[config.mk]
export PLATFORM = sky130hd
export DESIGN_NAME = pc_sequencer_flat
export DESIGN_NICKNAME = d
export VERILOG_FILES = /design/src/rtl/pc_sequencer_if.sv /design/src/rtl/pc_sequencer.sv /design/src/flat_wrapper.sv
export SDC_FILE = /design/constraint.sdc
export NUM_CORES = 1
export LEC_CHECK = 0
export ABC_AREA = 1
export CELL_PAD_IN_SITES_DETAIL_PLACEMENT = 0
export CELL_PAD_IN_SITES_GLOBAL_PLACEMENT = 1
export CORE_MARGIN = 2
export CORE_UTILIZATION = 35
export CTS_CLUSTER_SIZE = 40
export DETAILED_ROUTE_END_ITERATION = 6
export PLACE_DENSITY = 0.91
export SLEW_MARGIN = 20
export SYNTH_ARGS = -nofsm -noshare
export SYNTH_HDL_FRONTEND = slang
export SYNTH_SLANG_ARGS = --single-unit
[constraint.sdc]
create_clock -name clk -period 2.3 [get_ports clk]
set_input_delay 0.46 -clock clk [delete_from_list [all_inputs] [get_ports clk]]
set_output_delay 0.46 -clock clk [all_outputs]
set_load 0.02 [all_outputs]
[src/rtl/pc_sequencer_if.sv]
// Fetch-sequencer bus: imem fetch handshake, EX redirect inputs, flush/exception outputs.
interface pc_sequencer_if;
  logic        fetch_valid;
  logic        fetch_ready;
  logic [31:0] fetch_pc;
  logic        br_valid;
  logic        br_taken;
  logic [31:0] br_pc;
  logic [31:0] br_imm;
  logic        jalr_valid;
  logic [31:0] jalr_base;
  logic [31:0] jalr_imm;
  logic        flush;
  logic        misalign_exc;
  logic [31:0] exc_addr;

  modport master (
    output fetch_valid, fetch_pc, flush, misalign_exc, exc_addr,
    input  fetch_ready, br_valid, br_taken, br_pc, br_imm,
           jalr_valid, jalr_base, jalr_imm
  );

  modport slave (
    input  fetch_valid, fetch_pc, flush, misalign_exc, exc_addr,
    output fetch_ready, br_valid, br_taken, br_pc, br_imm,
           jalr_valid, jalr_base, jalr_imm
  );
endinterface

[src/rtl/pc_sequencer.sv]
// RV32I fetch PC sequencer: sequential fetch, branch/JAL/JALR redirects, wrong-path flush.
// Optional macro PC_MISALIGN_TRAP_EN: traps bit[1]-misaligned targets instead of masking them.
module pc_sequencer #(
  parameter logic [31:0] RESET_PC = 32'h0000_0000
) (
  input  logic             clk,
  input  logic             rst,
  pc_sequencer_if.master   bus
);

  localparam int unsigned XLEN = 32;
  localparam logic [1:0] BOOT = 2'd0;
  localparam logic [1:0] RUN  = 2'd1;
  localparam logic [1:0] PEND = 2'd2;

  logic [1:0]      state_q,    state_d;
  logic [XLEN-1:0] fetch_pc_q, fetch_pc_d;
  logic [XLEN-1:0] pend_pc_q,  pend_pc_d;
  logic            flush_q,    flush_d;
  logic            exc_q,      exc_d;
  logic [XLEN-1:0] exc_addr_q, exc_addr_d;

  logic            br_take;
  logic            take;
  logic            trap;
  logic            redirect;
  logic [XLEN-1:0] br_tgt;
  logic [XLEN-1:0] jalr_tgt;
  logic [XLEN-1:0] raw_tgt;
  logic [XLEN-1:0] tgt;

  // Target selection: a taken branch has priority over a simultaneous JALR.
  always_comb begin
    br_take  = bus.br_valid & bus.br_taken;
    take     = br_take | bus.jalr_valid;
    br_tgt   = bus.br_pc + {bus.br_imm[XLEN-2:0], 1'b0};
    jalr_tgt = (bus.jalr_base + bus.jalr_imm) & ~XLEN'(1);
    raw_tgt  = br_take ? br_tgt : jalr_tgt;
`ifdef PC_MISALIGN_TRAP_EN
    tgt      = raw_tgt;
    trap     = take & raw_tgt[1];
`else
    tgt      = raw_tgt & ~XLEN'(3);
    trap     = 1'b0;
`endif
    redirect = take & ~trap;
  end

  // Next-state and output decode.
  always_comb begin
    state_d    = state_q;
    fetch_pc_d = fetch_pc_q;
    pend_pc_d  = pend_pc_q;
    flush_d    = 1'b0;
    exc_d      = 1'b0;
    exc_addr_d = '0;

    unique case (state_q)
      BOOT: begin
        state_d = RUN;
      end
      RUN: begin
        flush_d    = take;
        exc_d      = trap;
        exc_addr_d = trap ? tgt : '0;
        if (redirect && bus.fetch_ready) begin
          fetch_pc_d = tgt;
        end else if (redirect) begin
          // Keep the outstanding request stable; issue the target after it is accepted.
          pend_pc_d = tgt;
          state_d   = PEND;
        end else if (bus.fetch_ready) begin
          fetch_pc_d = fetch_pc_q + XLEN'(4);
        end
      end
      PEND: begin
        flush_d    = take | bus.fetch_ready;
        exc_d      = trap;
        exc_addr_d = trap ? tgt : '0;
        if (redirect && bus.fetch_ready) begin
          fetch_pc_d = tgt;
          state_d    = RUN;
        end else if (redirect) begin
          pend_pc_d = tgt;
        end else if (bus.fetch_ready) begin
          fetch_pc_d = pend_pc_q;
          state_d    = RUN;
        end
      end
      default: begin
        state_d = BOOT;
      end
    endcase
  end

  always_ff @(posedge clk) begin
    if (rst) begin
      state_q    <= BOOT;
      fetch_pc_q <= RESET_PC;
      pend_pc_q  <= '0;
      flush_q    <= 1'b0;
      exc_q      <= 1'b0;
      exc_addr_q <= '0;
    end else begin
      state_q    <= state_d;
      fetch_pc_q <= fetch_pc_d;
      pend_pc_q  <= pend_pc_d;
      flush_q    <= flush_d;
      exc_q      <= exc_d;
      exc_addr_q <= exc_addr_d;
    end
  end

  assign bus.fetch_valid  = (state_q != BOOT);
  assign bus.fetch_pc     = fetch_pc_q;
  assign bus.flush        = flush_q;
  assign bus.misalign_exc = exc_q;
  assign bus.exc_addr     = exc_addr_q;

endmodule

[src/flat_wrapper.sv]
// flat-port wrapper written by rule: the top's interface ports become plain ports
module pc_sequencer_flat 
#(
  parameter logic [31:0] RESET_PC = 32'h0000_0000
)
  (clk, rst, bus_fetch_valid, bus_fetch_pc, bus_flush, bus_misalign_exc, bus_exc_addr, bus_fetch_ready, bus_br_valid, bus_br_taken, bus_br_pc, bus_br_imm, bus_jalr_valid, bus_jalr_base, bus_jalr_imm);
  pc_sequencer_if bus_i ();
  input  logic clk;
  input  logic rst;
  output wire logic [$bits(bus_i.fetch_valid)-1:0] bus_fetch_valid;
  output wire logic [$bits(bus_i.fetch_pc)-1:0] bus_fetch_pc;
  output wire logic [$bits(bus_i.flush)-1:0] bus_flush;
  output wire logic [$bits(bus_i.misalign_exc)-1:0] bus_misalign_exc;
  output wire logic [$bits(bus_i.exc_addr)-1:0] bus_exc_addr;
  input wire logic [$bits(bus_i.fetch_ready)-1:0] bus_fetch_ready;
  input wire logic [$bits(bus_i.br_valid)-1:0] bus_br_valid;
  input wire logic [$bits(bus_i.br_taken)-1:0] bus_br_taken;
  input wire logic [$bits(bus_i.br_pc)-1:0] bus_br_pc;
  input wire logic [$bits(bus_i.br_imm)-1:0] bus_br_imm;
  input wire logic [$bits(bus_i.jalr_valid)-1:0] bus_jalr_valid;
  input wire logic [$bits(bus_i.jalr_base)-1:0] bus_jalr_base;
  input wire logic [$bits(bus_i.jalr_imm)-1:0] bus_jalr_imm;
  assign bus_fetch_valid = bus_i.fetch_valid;
  assign bus_fetch_pc = bus_i.fetch_pc;
  assign bus_flush = bus_i.flush;
  assign bus_misalign_exc = bus_i.misalign_exc;
  assign bus_exc_addr = bus_i.exc_addr;
  assign bus_i.fetch_ready = bus_fetch_ready;
  assign bus_i.br_valid = bus_br_valid;
  assign bus_i.br_taken = bus_br_taken;
  assign bus_i.br_pc = bus_br_pc;
  assign bus_i.br_imm = bus_br_imm;
  assign bus_i.jalr_valid = bus_jalr_valid;
  assign bus_i.jalr_base = bus_jalr_base;
  assign bus_i.jalr_imm = bus_jalr_imm;
  pc_sequencer #(.RESET_PC(RESET_PC)) u_core (.clk(clk), .rst(rst), .bus(bus_i));
endmodule
==> flow_summary.ini <==
[outcome]
status = finished clean

[floorplanning]
rows = 59
die_w_um = 167
core_um2 = 26100
fp.dieH_um = 167
initial_core_util_pct = 35.6
io_pins = 201
die_area_um2 = 27800

[synthesis]
yosysSeqAreaShare_pct = 13.6
synthDistinctLibCells = 47
post_synth.cell_area_avg_um2 = 5.34
synthesis.area_um2 = 9280
synth_ff_type = dfxtp_1
synthArstFlopShare_pct = 0
synth_edf_count = 0
yosysWarnings = 0
synth_seq_cells = 63
syn_inst = 1737

[power_and_ir_drop]
p_sw_share_pct = 45.6
vdd_ir_drop_max_uv = 588
switching_power_mw = 3.73
power.internal_mw = 4.45
pwr_density_cell_nw_per_um2 = 593
clkPwrFrac_pct = 17.4
power_frac_seq_pct = 22.0
pwr-share-comb_pct = 60.6
leakage_nw = 7.16

[final_layout]
layout_common_cells = 543 x nand2_1, 340 x inv_1, 146 x buf_4
area_growth_pct = 48.5
postLayoutCellArea_um2 = 13800
diodes = 0
final_common_cell = nand2_1
n_fill_cell = 2611
final_cell_count_no_fill = 2363
drive_gt1_share_pct = 21.2
fin_nets = 2221

[route]
wl_per_cell_um = 14.3
wirelength_um = 33800
antenna_left = 0
vias_per_cell = 4.86
dr.pass1.iters = 7
drc = 0
vias = 11476
drt_iter0_markers = 705

[timing]
setup_viol = 0
drv_slew = 0
max_freq_ghz = 0.445
timing.hold.ws_ps = 503
fin_tns_setup_ps = 0
min_period_ps = 2250
skew_ps = 2.89
fin_crit_sh_pct = 97.7
rsz0062_at_grt = true
hold_viol_final = 0

[clocking]
htreeDepth = 3
cts_buffers = 9
root_buffer = clkbuf_16
cts_tree = built
clock_latency_ps = 330
clk_pin_slew_worst_paths_ps = 50
ctsHoldBuffers = 0
cts_sinks = 63
cts_max_path_buffers = 2

[global_routing]
grt_max_degree = 41
grt_util_all_layers_pct = 22.8
grt_overflow = 0
antenna_found_initial = 0
grt_first_pass_wirelength_um = 52000
grt_pass1_vias = 10512

[setup_path]
critical_path_class = in2reg
end_kind = flop
worstPathRequired_ps = 2560
arrival_ps = 2510
startpoint_type = input pin
cp_max_fo = 4

[placed_design]
place_congestion = 0.917
portBuffers = 163
place_inst = 2344
detailed_place.area_um2 = 12200
dp_hpwl_um = 26500

[flow_run]
max_cap_violations = 0

[hold_path]
min_path_type = reg2reg
==> critical path: stages <==
cell and delay [ps]:
clkdlybuf4s50_1 460, ha_4 320, nand2_1 90, nor2_2 160, nand2_1 150, nor2_1 130, nand2_1 130, nand4_1 130
nand3_2 170, nand3_1 140, nand2_1 60, a21oi_1 100
==> power groups by stage <==
stage,Combinational (mW),Clock [mW],Sequential [mW]
final,4.96,1.42,1.80
after global routing,5.45,1.49,1.85
after CTS,4.61,1.44,1.80
after detailed placement,4.54,0,1.81
after global placement,4.49,0,1.81
after floorplan,2.55,0,1.94
==> metal layers <==
| metal | wire (um) | part of all wire (%) | global-route usage, % |
|---|---|---|---|
| met5 | 0 | 0 | 0 |
| met4 | 989 | 2.9 | 6.60 |
| met3 | 1480 | 4.4 | 1.78 |
| met2 | 16100 | 48 | 40.2 |
| met1 | 15100 | 45 | 29.7 |
==> flip-flops by register name, summed over array words and instances (netlist names) <==
signal and flops:
u_core.bus.fetch_pc 30, u_core.bus.flush 1, u_core.pend_pc_q 30, u_core.state_q 2
==> timing repair <==
action,in CTS,in global routing
endpoints found under the hold margin,0,0
pin swaps,1,36
resized for setup,28,241
setup buffers,0,3
setup endpoints to repair,28,54
==> final timing paths <==
check        slack [ps]                                 from  cells past startpoint                                    to
min                 500    u_core.pend_pc_q[12]$_SDFFE_PP0P_                      2     u_core.pend_pc_q[12]$_SDFFE_PP0P_
max                  50                        bus_br_pc[17]                     12  u_core.bus.fetch_pc[22]$_SDFFE_PP0P_
max reg2reg         340  u_core.bus.fetch_pc[2]$_SDFFE_PP0P_                     10  u_core.bus.fetch_pc[26]$_SDFFE_PP0P_
min reg2reg         500    u_core.pend_pc_q[12]$_SDFFE_PP0P_                      2     u_core.pend_pc_q[12]$_SDFFE_PP0P_
==> cells by family (layout without fill, tap and decap cells) <==
logic type / after synthesis / in the layout / share of synthesized area [%]
other cells: 1 / 35 / 0.0404
compound gates: 229 / 229 / 13.8
buf+inv: 425 / 682 / 18.9
simple gates: 939 / 939 / 43.5
fa+ha+maj: 64 / 64 / 8.71
xor+xnor: 16 / 16 / 1.51
flops: 63 / 63 / 13.6
==> synth_stat cells, drive strengths merged (2+ instances only) <==
cell | n | share of area [%]
clkinv | 2 | 0.081
a22oi | 2 | 0.16
a31oi | 5 | 0.34
o211ai | 20 | 1.6
and2 | 4 | 0.27
a21oi | 114 | 6.3
o21a | 2 | 0.16
o21ai | 66 | 3.6
nand3 | 140 | 7.9
dfxtp | 63 | 14
nand3b | 9 | 0.86
xor2 | 14 | 1.3
ha | 63 | 8.5
buf | 50 | 3.7
o31ai | 2 | 0.16
xnor2 | 2 | 0.19
and3 | 2 | 0.13
or2 | 2 | 0.13
clkbuf | 22 | 0.93
inv | 351 | 14
nor3 | 23 | 1.8
nor2 | 129 | 6.1
nand4 | 19 | 1.3
nand2 | 609 | 25
o21bai | 16 | 1.3
==> stage by stage <==
stage               util [%]  setup WS, ps  power (mW)
global placement        46.8          -427        6.30
detailed placement      46.8          -417        6.35
global route            52.9         -47.4        8.79
finish                  52.9          53.4        8.18
floorplan                  -           309        4.49
CTS                     48.6         -2.74        7.84
==> final cells by class <==
type | instances | area [um^2] | area share, %
multi-input combinational | 1283 | 7590 | 55.1
timing repair buffer | 313 | 2880 | 20.9
inverter | 353 | 1330 | 9.61
sequential | 63 | 1260 | 9.15
tap | 335 | 419 | 3.04
clock buffer | 13 | 270 | 1.96
clock inverter | 3 | 40.0 | 0.290
(Power assumes the default switching activity.)
==> RTL change (config.mk and constraints unchanged) <==
`exc_addr_q` no longer has a reset.
--- a/src/rtl/pc_sequencer.sv
+++ b/src/rtl/pc_sequencer.sv
@@ -100,15 +100,17 @@
       pend_pc_q  <= '0;
       flush_q    <= 1'b0;
       exc_q      <= 1'b0;
-      exc_addr_q <= '0;
     end else begin
       state_q    <= state_d;
       fetch_pc_q <= fetch_pc_d;
       pend_pc_q  <= pend_pc_d;
       flush_q    <= flush_d;
       exc_q      <= exc_d;
-      exc_addr_q <= exc_addr_d;
     end
+  end
+
+  always_ff @(posedge clk) begin
+    exc_addr_q <= exc_addr_d;
   end
 
   assign bus.fetch_valid  = (state_q != BOOT);
Function: kept (equiv_simple and equiv_induct, registers matched by name and starting in step).
==> RTL change against the unedited design <==
- sequential share of layout area shrank 0.066 points
- synthesized area grew 0.24%
- wire length grew 4.1%
- sequential cell count is the same
- worst hold slack lost 2.6 ps
- cell area grew 0.73%
- total power grew 3.1%
- synthesized cell count shrank 0.12%
- worst setup slack gained 18 ps
- critical path type unchanged
- largest cell class unchanged
==> RTL change: results (changes against the unedited design) <==
* Max Clock Skew at 8.23 ps (+5.34 ps)
* Post-synth top cells: 603 x nand2_1, 340 x inv_1, 134 x nand3_1, 107 x nor2_1, 103 x a21oi_1
* Synth Area in XOR/XNOR at 0.0169 (+0.00185)
* Placed Instance Area at 12300 µm² (+0.69%)
* Initial DRC Count at 760 (+7.8%)
* Met1 usage at 0.331 (+0.0347)
* Outcome: completed
* Switching power at 3.90 mW (+4.5%)
* Met3 Use GR at 0.0330 (+0.0152)
* Top cells by area, synth: nand2_1 24%, inv_1 14%, dfxtp_1 14%
* Met2 Use GR at 0.394 (-0.00751)
* Maximum vdd drop at 0.936 mV (+59%)
* Largest net degree at the start of global routing at 38 (-7.3%)
* Dpl ws at -481 ps (-63.6 ps)
* Wire per inst at 14.8 µm (+3.8%)
* WL met1 at 15.9 mm (+5.1%)
* GRT Util Overall at 0.240 (+0.0124)
* Buffer count from post-CTS setup fixing at 1 (+1)
* Power Internal at 4.53 mW (+1.9%)
* Synth cell types at 46 (-2.1%)
* CP max FO at 3 (-1)
* FF-to-FF path depth at 11 (+1)
* Crit path capture: u_core.bus.fetch_pc[11]$_SDFFE_PP0P_
* Crit path launch: bus_jalr_imm[9]
* Share of layout cells above drive strength 1 at 0.224 (+0.0120)
* Via density at 4.91 (+1.1%)
* R2R Setup Slk at 310 ps (-30 ps)
* Finished Cell Area at 13900 µm² (+0.73%)
* Gp weighted congestion at 0.932 (+1.7%)
* CP arrival at 2430 ps (-80 ps)
* Compound-Gate Fraction of Synth Area at 0.140 (+0.00209)
* # fillers at 2660 (+1.9%)
* Fin nets at 2229 (+0.36%)
* Post-DP HPWL at 28.2 mm (+6.3%)
* # resized after CTS at 23 (-18%)
* Syn Inst Count at 1735 (-0.12%)
* First drt pass iteration count at 5 (-2)
* Met3 wire len at 2.39 mm (+61%)
* Final cell count without fillers at 2370 (+0.30%)
* Adder-cell area share of the yosys netlist at 0.0869 (-0.000211)
* Placed Cells at 2349 (+0.21%)
* P_leak at 7.27 nW (+1.5%)
* FF-to-FF End: u_core.bus.fetch_pc[24]$_SDFFE_PP0P_
==> RTL change: tightest hold or removal path, delay by kind of cell, from the launching register on <==
family | cells | cell delay, ps
compound gates | 1 | 90
buf+inv | 1 | 50
flops | 1 | 330
==> RTL change: worst min-delay path by stage <==
stage | to | slack [ps] | depth (start not counted)
floorplan | u_core.pend_pc_q[22]$_SDFFE_PP0P_ | 460 | 2
global placement | u_core.pend_pc_q[22]$_SDFFE_PP0P_ | 470 | 2
detailed placement | u_core.pend_pc_q[13]$_SDFFE_PP0P_ | 480 | 2
CTS | u_core.pend_pc_q[13]$_SDFFE_PP0P_ | 500 | 2
global route | u_core.pend_pc_q[23]$_SDFFE_PP0P_ | 540 | 2
finish | u_core.pend_pc_q[23]$_SDFFE_PP0P_ | 500 | 2
==> RTL change: area by class of cell <==
class                   count  share of cell area
multi-input cells        1280               0.545
inverters                 355              0.0959
well taps                 335              0.0302
repair buffers            322               0.215
flip-flops and latches     63              0.0908
clock inverters             4             0.00504
clock buffers              11              0.0175
